## config.mk

```make
export PLATFORM = sky130hd
export DESIGN_NAME = instr_encoder
export DESIGN_NICKNAME = d
export VERILOG_FILES = /design/src/rtl/mips_pkg.sv /design/src/rtl/instr_encoder_pack.sv /design/src/rtl/instr_encoder.sv
export SDC_FILE = /design/constraint.sdc
export NUM_CORES = 1
export LEC_CHECK = 0
export CAP_MARGIN = 20
export CORE_ASPECT_RATIO = 1.4
export CORE_MARGIN = 2
export CORE_UTILIZATION = 38
export DETAILED_ROUTE_END_ITERATION = 10
export PLACE_DENSITY = 0.77
export SLEW_MARGIN = 20
export SYNTH_ARGS = -nofsm -noshare
export SYNTH_HDL_FRONTEND = slang
export SYNTH_HIERARCHICAL = 1
export SYNTH_SLANG_ARGS = --single-unit
```

## constraint.sdc

```tcl
create_clock -name clk -period 1.7 [get_ports clk]
set_clock_uncertainty 0.05 [all_clocks]
set_input_delay 0.255 -clock clk [delete_from_list [all_inputs] [get_ports clk]]
set_output_delay 0.255 -clock clk [all_outputs]
set_load 0.005 [all_outputs]
```

## src/rtl/mips_pkg.sv

```systemverilog
// Shared MIPS encoding constants, mnemonic codes and encoder state type.
// The decoder and the instruction encoder both import this package.
package mips_pkg;

   // Symbolic mnemonics understood by the control decoder; codes 13-15 are illegal.
   typedef enum logic [3:0] {
      ADD  = 4'd0,
      SUB  = 4'd1,
      AND  = 4'd2,
      OR   = 4'd3,
      SLT  = 4'd4,
      LW   = 4'd5,
      SW   = 4'd6,
      BEQ  = 4'd7,
      BNE  = 4'd8,
      ADDI = 4'd9,
      ANDI = 4'd10,
      ORI  = 4'd11,
      J    = 4'd12
   } mnem_t;

   // Primary opcodes
   localparam logic [5:0] OP_RTYPE = 6'b000000;
   localparam logic [5:0] OP_LW    = 6'b100011;
   localparam logic [5:0] OP_SW    = 6'b101011;
   localparam logic [5:0] OP_BEQ   = 6'b000100;
   localparam logic [5:0] OP_BNE   = 6'b000101;
   localparam logic [5:0] OP_ADDI  = 6'b001000;
   localparam logic [5:0] OP_ANDI  = 6'b001100;
   localparam logic [5:0] OP_ORI   = 6'b001101;
   localparam logic [5:0] OP_J     = 6'b000010;

   // R-type function codes
   localparam logic [5:0] FN_ADD = 6'b100000;
   localparam logic [5:0] FN_SUB = 6'b100010;
   localparam logic [5:0] FN_AND = 6'b100100;
   localparam logic [5:0] FN_OR  = 6'b100101;
   localparam logic [5:0] FN_SLT = 6'b101010;

   // Load-session controller states
   typedef enum logic [1:0] {
      ST_IDLE  = 2'd0,
      ST_LOAD  = 2'd1,
      ST_FLUSH = 2'd2,
      ST_DONE  = 2'd3
   } enc_state_t;

   // R-type word: shamt is always zero for the supported set
   function automatic logic [31:0] pack_r(input logic [4:0] rs, input logic [4:0] rt,
                                          input logic [4:0] rd, input logic [5:0] funct);
      return {OP_RTYPE, rs, rt, rd, 5'd0, funct};
   endfunction

   // I-type word
   function automatic logic [31:0] pack_i(input logic [5:0] op, input logic [4:0] rs,
                                          input logic [4:0] rt, input logic [15:0] imm);
      return {op, rs, rt, imm};
   endfunction

   // J-type word
   function automatic logic [31:0] pack_j(input logic [5:0] op, input logic [25:0] target);
      return {op, target};
   endfunction

endpackage

```

## src/rtl/instr_encoder_pack.sv

```systemverilog
// Combinational packer: mnemonic plus fields -> 32-bit machine word and legality flag.
// Fields a format does not use never reach the output word.
module instr_pack
   import mips_pkg::*;
(
   input  logic [3:0]  mnem,
   input  logic [4:0]  rs,
   input  logic [4:0]  rt,
   input  logic [4:0]  rd,
   input  logic [15:0] imm,
   input  logic [25:0] target,
   output logic [31:0] word,
   output logic        legal
);

   // Select the format and opcode/funct for the mnemonic; unknown codes give a zero word
   always_comb begin
      word  = 32'd0;
      legal = 1'b1;
      case (mnem)
         ADD:     word = pack_r(rs, rt, rd, FN_ADD);
         SUB:     word = pack_r(rs, rt, rd, FN_SUB);
         AND:     word = pack_r(rs, rt, rd, FN_AND);
         OR:      word = pack_r(rs, rt, rd, FN_OR);
         SLT:     word = pack_r(rs, rt, rd, FN_SLT);
         LW:      word = pack_i(OP_LW,   rs, rt, imm);
         SW:      word = pack_i(OP_SW,   rs, rt, imm);
         BEQ:     word = pack_i(OP_BEQ,  rs, rt, imm);
         BNE:     word = pack_i(OP_BNE,  rs, rt, imm);
         ADDI:    word = pack_i(OP_ADDI, rs, rt, imm);
         ANDI:    word = pack_i(OP_ANDI, rs, rt, imm);
         ORI:     word = pack_i(OP_ORI,  rs, rt, imm);
         J:       word = pack_j(OP_J, target);
         default: begin
            word  = 32'd0;
            legal = 1'b0;
         end
      endcase
   end

endmodule

```

## src/rtl/instr_encoder.sv

```systemverilog
// Streams encoded instruction words into imem at consecutive word addresses.
// One output register stage: a descriptor accepted in cycle N is written from cycle N+1,
// and the register may reload in the same cycle its previous write completes.
module instr_encoder
   import mips_pkg::*;
#(
   parameter int AW = 8
) (
   input  logic          clk,
   input  logic          reset,
   input  logic          start,
   input  logic [AW-1:0] base_addr,
   input  logic          in_valid,
   output logic          in_ready,
   input  logic [3:0]    in_mnem,
   input  logic [4:0]    in_rs,
   input  logic [4:0]    in_rt,
   input  logic [4:0]    in_rd,
   input  logic [15:0]   in_imm,
   input  logic [25:0]   in_target,
   input  logic          in_last,
   output logic          imem_we,
   input  logic          imem_ready,
   output logic [AW-1:0] imem_addr,
   output logic [31:0]   imem_wdata,
   output logic          busy,
   output logic          done,
   output logic          err,
   output logic [AW:0]   word_count
);

   enc_state_t    state_r;
   enc_state_t    state_nx_s;
   logic [AW-1:0] addr_r;
   logic [31:0]   wdata_r;
   logic          we_r;
   logic          err_r;
   logic [AW:0]   count_r;
   logic [31:0]   pack_word_s;
   logic          pack_legal_s;
   logic          ready_s;
   logic          accept_s;
   logic          wr_done_s;
   logic          session_start_s;

   instr_pack u_pack (
      .mnem   (in_mnem),
      .rs     (in_rs),
      .rt     (in_rt),
      .rd     (in_rd),
      .imm    (in_imm),
      .target (in_target),
      .word   (pack_word_s),
      .legal  (pack_legal_s)
   );

   // Ready whenever the output register is empty or drains this cycle
   assign ready_s         = (state_r == ST_LOAD) && (!we_r || imem_ready);
   assign accept_s        = in_valid && ready_s;
   assign wr_done_s       = we_r && imem_ready;
   assign session_start_s = (state_r == ST_IDLE) && start;

   assign in_ready   = ready_s;
   assign imem_we    = we_r;
   assign imem_addr  = addr_r;
   assign imem_wdata = wdata_r;
   assign err        = err_r;
   assign word_count = count_r;
   assign busy       = (state_r != ST_IDLE);
   assign done       = (state_r == ST_DONE);

   // Session sequencing: start -> load descriptors -> drain last write -> done pulse
   always_comb begin
      state_nx_s = state_r;
      case (state_r)
         ST_IDLE: begin
            if (start) begin
               state_nx_s = ST_LOAD;
            end else begin
               state_nx_s = ST_IDLE;
            end
         end
         ST_LOAD: begin
            if (accept_s && in_last) begin
               state_nx_s = ST_FLUSH;
            end else begin
               state_nx_s = ST_LOAD;
            end
         end
         ST_FLUSH: begin
            if (!we_r || wr_done_s) begin
               state_nx_s = ST_DONE;
            end else begin
               state_nx_s = ST_FLUSH;
            end
         end
         ST_DONE: state_nx_s = ST_IDLE;
         default: state_nx_s = ST_IDLE;
      endcase
   end

   // State register
   always_ff @(posedge clk) begin
      if (reset) begin
         state_r <= ST_IDLE;
      end else begin
         state_r <= state_nx_s;
      end
   end

   // Output word register, address/count counters and sticky illegal-mnemonic flag
   always_ff @(posedge clk) begin
      if (reset) begin
         we_r    <= 1'b0;
         wdata_r <= 32'd0;
         addr_r  <= '0;
         count_r <= '0;
         err_r   <= 1'b0;
      end else begin
         // A fresh legal word takes priority over clearing the strobe of the completed one
         if (accept_s && pack_legal_s) begin
            we_r    <= 1'b1;
            wdata_r <= pack_word_s;
         end else if (wr_done_s) begin
            we_r <= 1'b0;
         end

         // Address wraps silently modulo 2^AW
         if (session_start_s) begin
            addr_r  <= base_addr;
            count_r <= '0;
         end else if (wr_done_s) begin
            addr_r  <= addr_r + AW'(1);
            count_r <= count_r + (AW+1)'(1);
         end

         if (session_start_s) begin
            err_r <= 1'b0;
         end else if (accept_s && !pack_legal_s) begin
            err_r <= 1'b1;
         end
      end
   end

endmodule

```

### Yosys cells after proc, flatten, opt, wreduce, memory -nomap -nowiden

Index checks and enable logic that the tools add are counted.

| word-level totals | value |
|---|---|
| word-level logic and storage cells | 51 |
| register bits after elaboration | 53 |
| output and inout port bits | 54 |
| bits of input ports | 75 |

| cells by class | value |
|---|---|
| reductions and logical operators | 18 |
| eq/ne operators | 15 |
| $add $sub $neg | 2 |
| multiplexer cells | 10 |

Operators with widths:

| operator | number |
|---|---|
| 32-bit case mux with 13 select lines | 1 |
| 4-bit == test (second input constant) | 5 |
| 4-bit by 3-bit == test with 1-bit output (second input constant) | 4 |
| 8-bit two-way mux | 2 |
| 13-bit OR reduction | 1 |
| 9-bit by 1-bit adder with 9-bit output (second input constant) | 1 |
| 8-bit by 1-bit adder with 8-bit output (second input constant) | 1 |
| 4-bit by 2-bit == test with 1-bit output (second input constant) | 2 |
| 2-bit case mux with 4 select lines | 1 |
| 1-bit logical AND | 7 |
| 2-bit nonzero test | 3 |
| 1-bit two-way mux | 5 |
| 2-bit == test (second input constant) | 2 |
| 4-bit by 1-bit == test with 1-bit output (second input constant) | 1 |
| 4-bit zero test | 1 |
| 2-bit by 1-bit == test with 1-bit output (second input constant) | 1 |
| 1-bit zero test | 2 |
| 2-bit zero test | 1 |
| 1-bit logical OR | 2 |
| 2-bit two-way mux | 1 |
| 2-bit OR reduction | 1 |

### Logic depth before layout (Yosys ltp)

| depth | value |
|---|---|
| depth in word-level cells | 7 |
| mapped depth | 9 |
| mapped depth without buffers | 5 |

### Modules after synthesis

The synthesis kept the hierarchy.

By module, submodules not included:

| module | cells each | times used | area an instance (µm²) | sequential area each (µm²) |
|---|---|---|---|---|
| instr_encoder | 212 | 1 | 2088.3 | 1061.0 |
| instr_pack | 125 | 1 | 795.8 | 0.0 |

### Least setup slack after synthesis

OpenSTA, ideal clock, no wires.

| timing path | value |
|---|---|
| path type | input -> register |
| start | input in_mnem[1] |
| end | register wdata_r[10], in the netlist imem_wdata[10] |
| buffers on the path | 4 |
| data arrival time | 1562 ps |
| required time | 1522 ps |
| stages on the path | 9 |
| path slack | -40 ps |
| library setup time | 128 ps |
| cells stage by stage | buf_6 or2_1 buf_6 buf_8 nand3_1 nand4_2 buf_4 mux2i_1 nor2_1 |

| between the ends | value |
|---|---|
| longest elaborated chain between the ends | 4 |
| elaborated cells on any way between the ends | 17 |
| those cells by class | 12 x eq/ne; 2 x mux; 3 x reduce/logical |

RTL lines:

| what | RTL line | text |
|---|---|---|
| from (decl) | instr_encoder.sv:15 | `input logic [3:0] in_mnem,` |
| 4-bit by 1-bit == test with 1-bit output (tied with other cells) | instr_encoder_pack.sv:20 | `case (mnem)` |
| 13-bit OR reduction (no source line) * | -- |  |
| 1-bit two-way mux * | instr_encoder_pack.sv:20 |  |
| via pack_legal_s | instr_encoder.sv:40 | `logic pack_legal_s;` |
| 1-bit logical AND * | instr_encoder.sv:121 | `if (accept_s && pack_legal_s) begin` |
| to (signal assigned) | instr_encoder.sv:123 | `wdata_r <= pack_word_s;` |
| to (decl) | instr_encoder.sv:35 | `logic [31:0] wdata_r;` |

The timed path passes the listed nets; every way through them passes the cells marked *.
A chain may end at the register's enable or synchronous reset.

### Final worst setup path

| timing path | value |
|---|---|
| start | register addr_r[0], in the netlist imem_addr[0] |
| end | output imem_addr[0] |

RTL lines:

| what | RTL line | text |
|---|---|---|
| from (decl) | instr_encoder.sv:34 | `logic [AW-1:0] addr_r;` |
| from (signal assigned) | instr_encoder.sv:130 | `addr_r <= base_addr;` |
| from (signal assigned) | instr_encoder.sv:133 | `addr_r <= addr_r + AW'(1);` |
| to (decl) | instr_encoder.sv:24 | `output logic [AW-1:0] imem_addr,` |

No word-level cell between the ends.

==> impl_metrics.ini <==
[status]
status = finished clean

[timing]
finalWorstPathRequiredPeriod_ps = 1600
hold_ws_ps = 356
timing.fmax_ghz = 0.626
rsz0062_at_grt = no
hold_violations = 0
setup_viol = 0
finalCritPeriodShare = 0.940
finalWorstSetupSlack_ps = 102
maxSlewViolCount = 0

[layout]
syn_to_final_growth_pct = 56.4
nets = 551
fin_cells = 572
fill_cells = 647
final_area_sq_mm = 0.00451
antenna_cells = 0
drive_gt1_frac = 0.105

[die]
core-area_sq_mm = 0.00736
design.die.area_sq_mm = 0.00831
chipHeight_microns = 107
pin_count = 129
start_util = 0.392
num_rows = 37
die_w_microns = 77.6

[flow_run]
drv_cap = 0

[placement]
placed_cells = 562
post-place-ws_ps = -226
routabilityCongestion = 0.833
placed_cell_area_sq_mm = 0.00438
portBuffers = 128
dpl.hpwl_microns = 6370

[critical_path]
r2r_cells = 4
crit_end = imem_addr[0]
path_cells = clkdlybuf4s50_1
cpLargestDelayFamily = buffers and inverters
r2r_end = imem_addr[7]$_SDFFE_PP0P_
startpoint = imem_addr[0]$_SDFFE_PP0P_
cp_slowest_stage_delay_ps = 550
path_class = flop to primary output
path_depth = 1
r2r_slack_ps = 110
r2r_start = imem_addr[0]$_SDFFE_PP0P_
arrival_ps = 1290
crit_slowest_cell = clkdlybuf4s50_1
cp_num_buf_inv = 1
cp-start-kind = flop
path_max_fanout = 4
endpoint_kind = primary output
cp.required_ps = 1390

[clock_tree]
clock-sinks = 53
cts_tree = done
path_clk_slew_ps = 90
cts_hold_repair.buffers = 0
clock_path_buffers = 2
clk_latency_ps = 300
cts_buffers = 5
ctsRootBufferMaster = clkbuf_8
ctsHtreeMaxLevel = 2

[logic_synthesis]
ys_ff_latch = 53
synth_cell_types = 40
synth_most_common_cell = nor2_1
avgSynthCellArea_sq_um = 8.56
synth_area_leaders = dfxtp_1 (37%), mux2i_1 (14%), nor2_1 (8.1%), a22o_1 (4.9%), xor2_1 (3.9%)
synth_edf_count = 0
yosys_warnings = 6
synthFlopType = dfxtp_1
netlist_top_cells_count = nor2_1 (62), dfxtp_1 (53), mux2i_1 (39), nand2_1 (20)
synth_seq_area_share = 0.368
async_reset_ff_frac = 0
yosysTopAreaCell = dfxtp_1
synth_top_area_share = 0.368
synth_cells = 337
syn_nets = 414
synth_area_sq_mm = 0.00288

[global_route]
antenna_found_initial = 0
grt_pass1_wl_microns = 13500
grt_max_degree = 24
grt-ovfl-total = 0
grt_pass1_vias = 2881
grtUsageTotal = 0.200

[power_and_ir_drop]
p_leak_uw = 0.00196
power_density_mw_per_mm2 = 620
irDropWorstVdd_mv = 0.322

[route]
wl_per_cell_microns = 14.4
vias = 2971
drtIter0Drc = 142
ant_nets = 0
totalWireLength_microns = 8230
firstDrtPassIters = 5
via_per_inst = 5.19
drc = 0

[hold_path]
hold_path.class = input pin to flop
hp-start = reset
power by group:
| part | total, uW | internal, uW | switching (uW) |
|---|---|---|---|
| registers | 1330 | 1290 | 42.4 |
| logic | 727 | 438 | 289 |
| clock network | 737 | 331 | 406 |
timing repair:
action | CTS | global route
buffers inserted | 2 | 0
setup endpoints to repair | 1 | 3
pin swaps | 0 | 0
gates resized for setup | 8 | 4
placed cells by master, fill, tap and decap left out, types with 7 or more instances in the layout:
master           instances
a211oi_1                 8
nor2_1                  60
a21oi_1                  9
inv_1                    7
xor2_1                  13
nand2b_1                 7
o22ai_1                 10
a22o_1                  16
dfxtp_1                 51
clkdlybuf4s50_1        123
nand4_1                  9
mux2i_1                 39
o21ai_0                 16
buf_4                   26
nand2_1                 20
how the worst min path moves through the flow:
stage                                end  slack (ps)  cells past startpoint
3_5_place_dp            err$_SDFFE_PP0P_         430                      2
6_report       imem_addr[7]$_SDFFE_PP0P_         360                      3
2_1_floorplan           err$_SDFFE_PP0P_         360                      2
3_3_place_gp            err$_SDFFE_PP0P_         410                      2
5_1_grt            state_r[0]$_SDFF_PP0_         360                      3
4_1_cts        imem_addr[7]$_SDFFE_PP0P_         350                      3
layout make-up:
class | count | area (sq um) | area share
clock buffer | 6 | 82.6 | 0.0183
clock inverter | 2 | 13.8 | 0.00305
inverter | 7 | 26.3 | 0.00583
multi-input combinational | 250 | 1670 | 0.369
sequential | 53 | 1070 | 0.236
tap | 97 | 121 | 0.0269
timing repair buffer | 157 | 1530 | 0.340
layer usage:
metal  share of wire  GRT usage  wire [microns]
met2            0.51      0.355            4210
met4           0.020     0.0804             167
met5               0          0               0
met1            0.39      0.230            3220
met3           0.076     0.0446             624
logic make-up (layout without fill, tap and decap cells):
| group | after synthesis | count (layout) | synth area share |
|---|---|---|---|
| simple gates | 118 | 118 | 0.193 |
| compound gates | 73 | 73 | 0.178 |
| flops | 53 | 53 | 0.368 |
| mux | 40 | 40 | 0.139 |
| buf+inv | 34 | 172 | 0.0629 |
| xor+xnor | 16 | 16 | 0.0486 |
| fa+ha+maj | 2 | 2 | 0.00868 |
| other cells | 1 | 1 | 0.00130 |
state kept, by name, indices dropped and copies added, names as in the netlist, named ones only:
signal	cells
state_r	1
word_count	9
imem_wdata	32
err	1
imem_we	1
imem_addr	8
per-stage QoR:
step,util,TNS (ps),total power [uW]
4_1_cts,0.611,0,2830
6_report,0.613,0,2800
3_3_place_gp,0.594,-5110,2060
3_5_place_dp,0.594,-6830,2080
2_1_floorplan,-,0,1690
5_1_grt,0.613,0,2950
(Power assumes the default switching activity.)
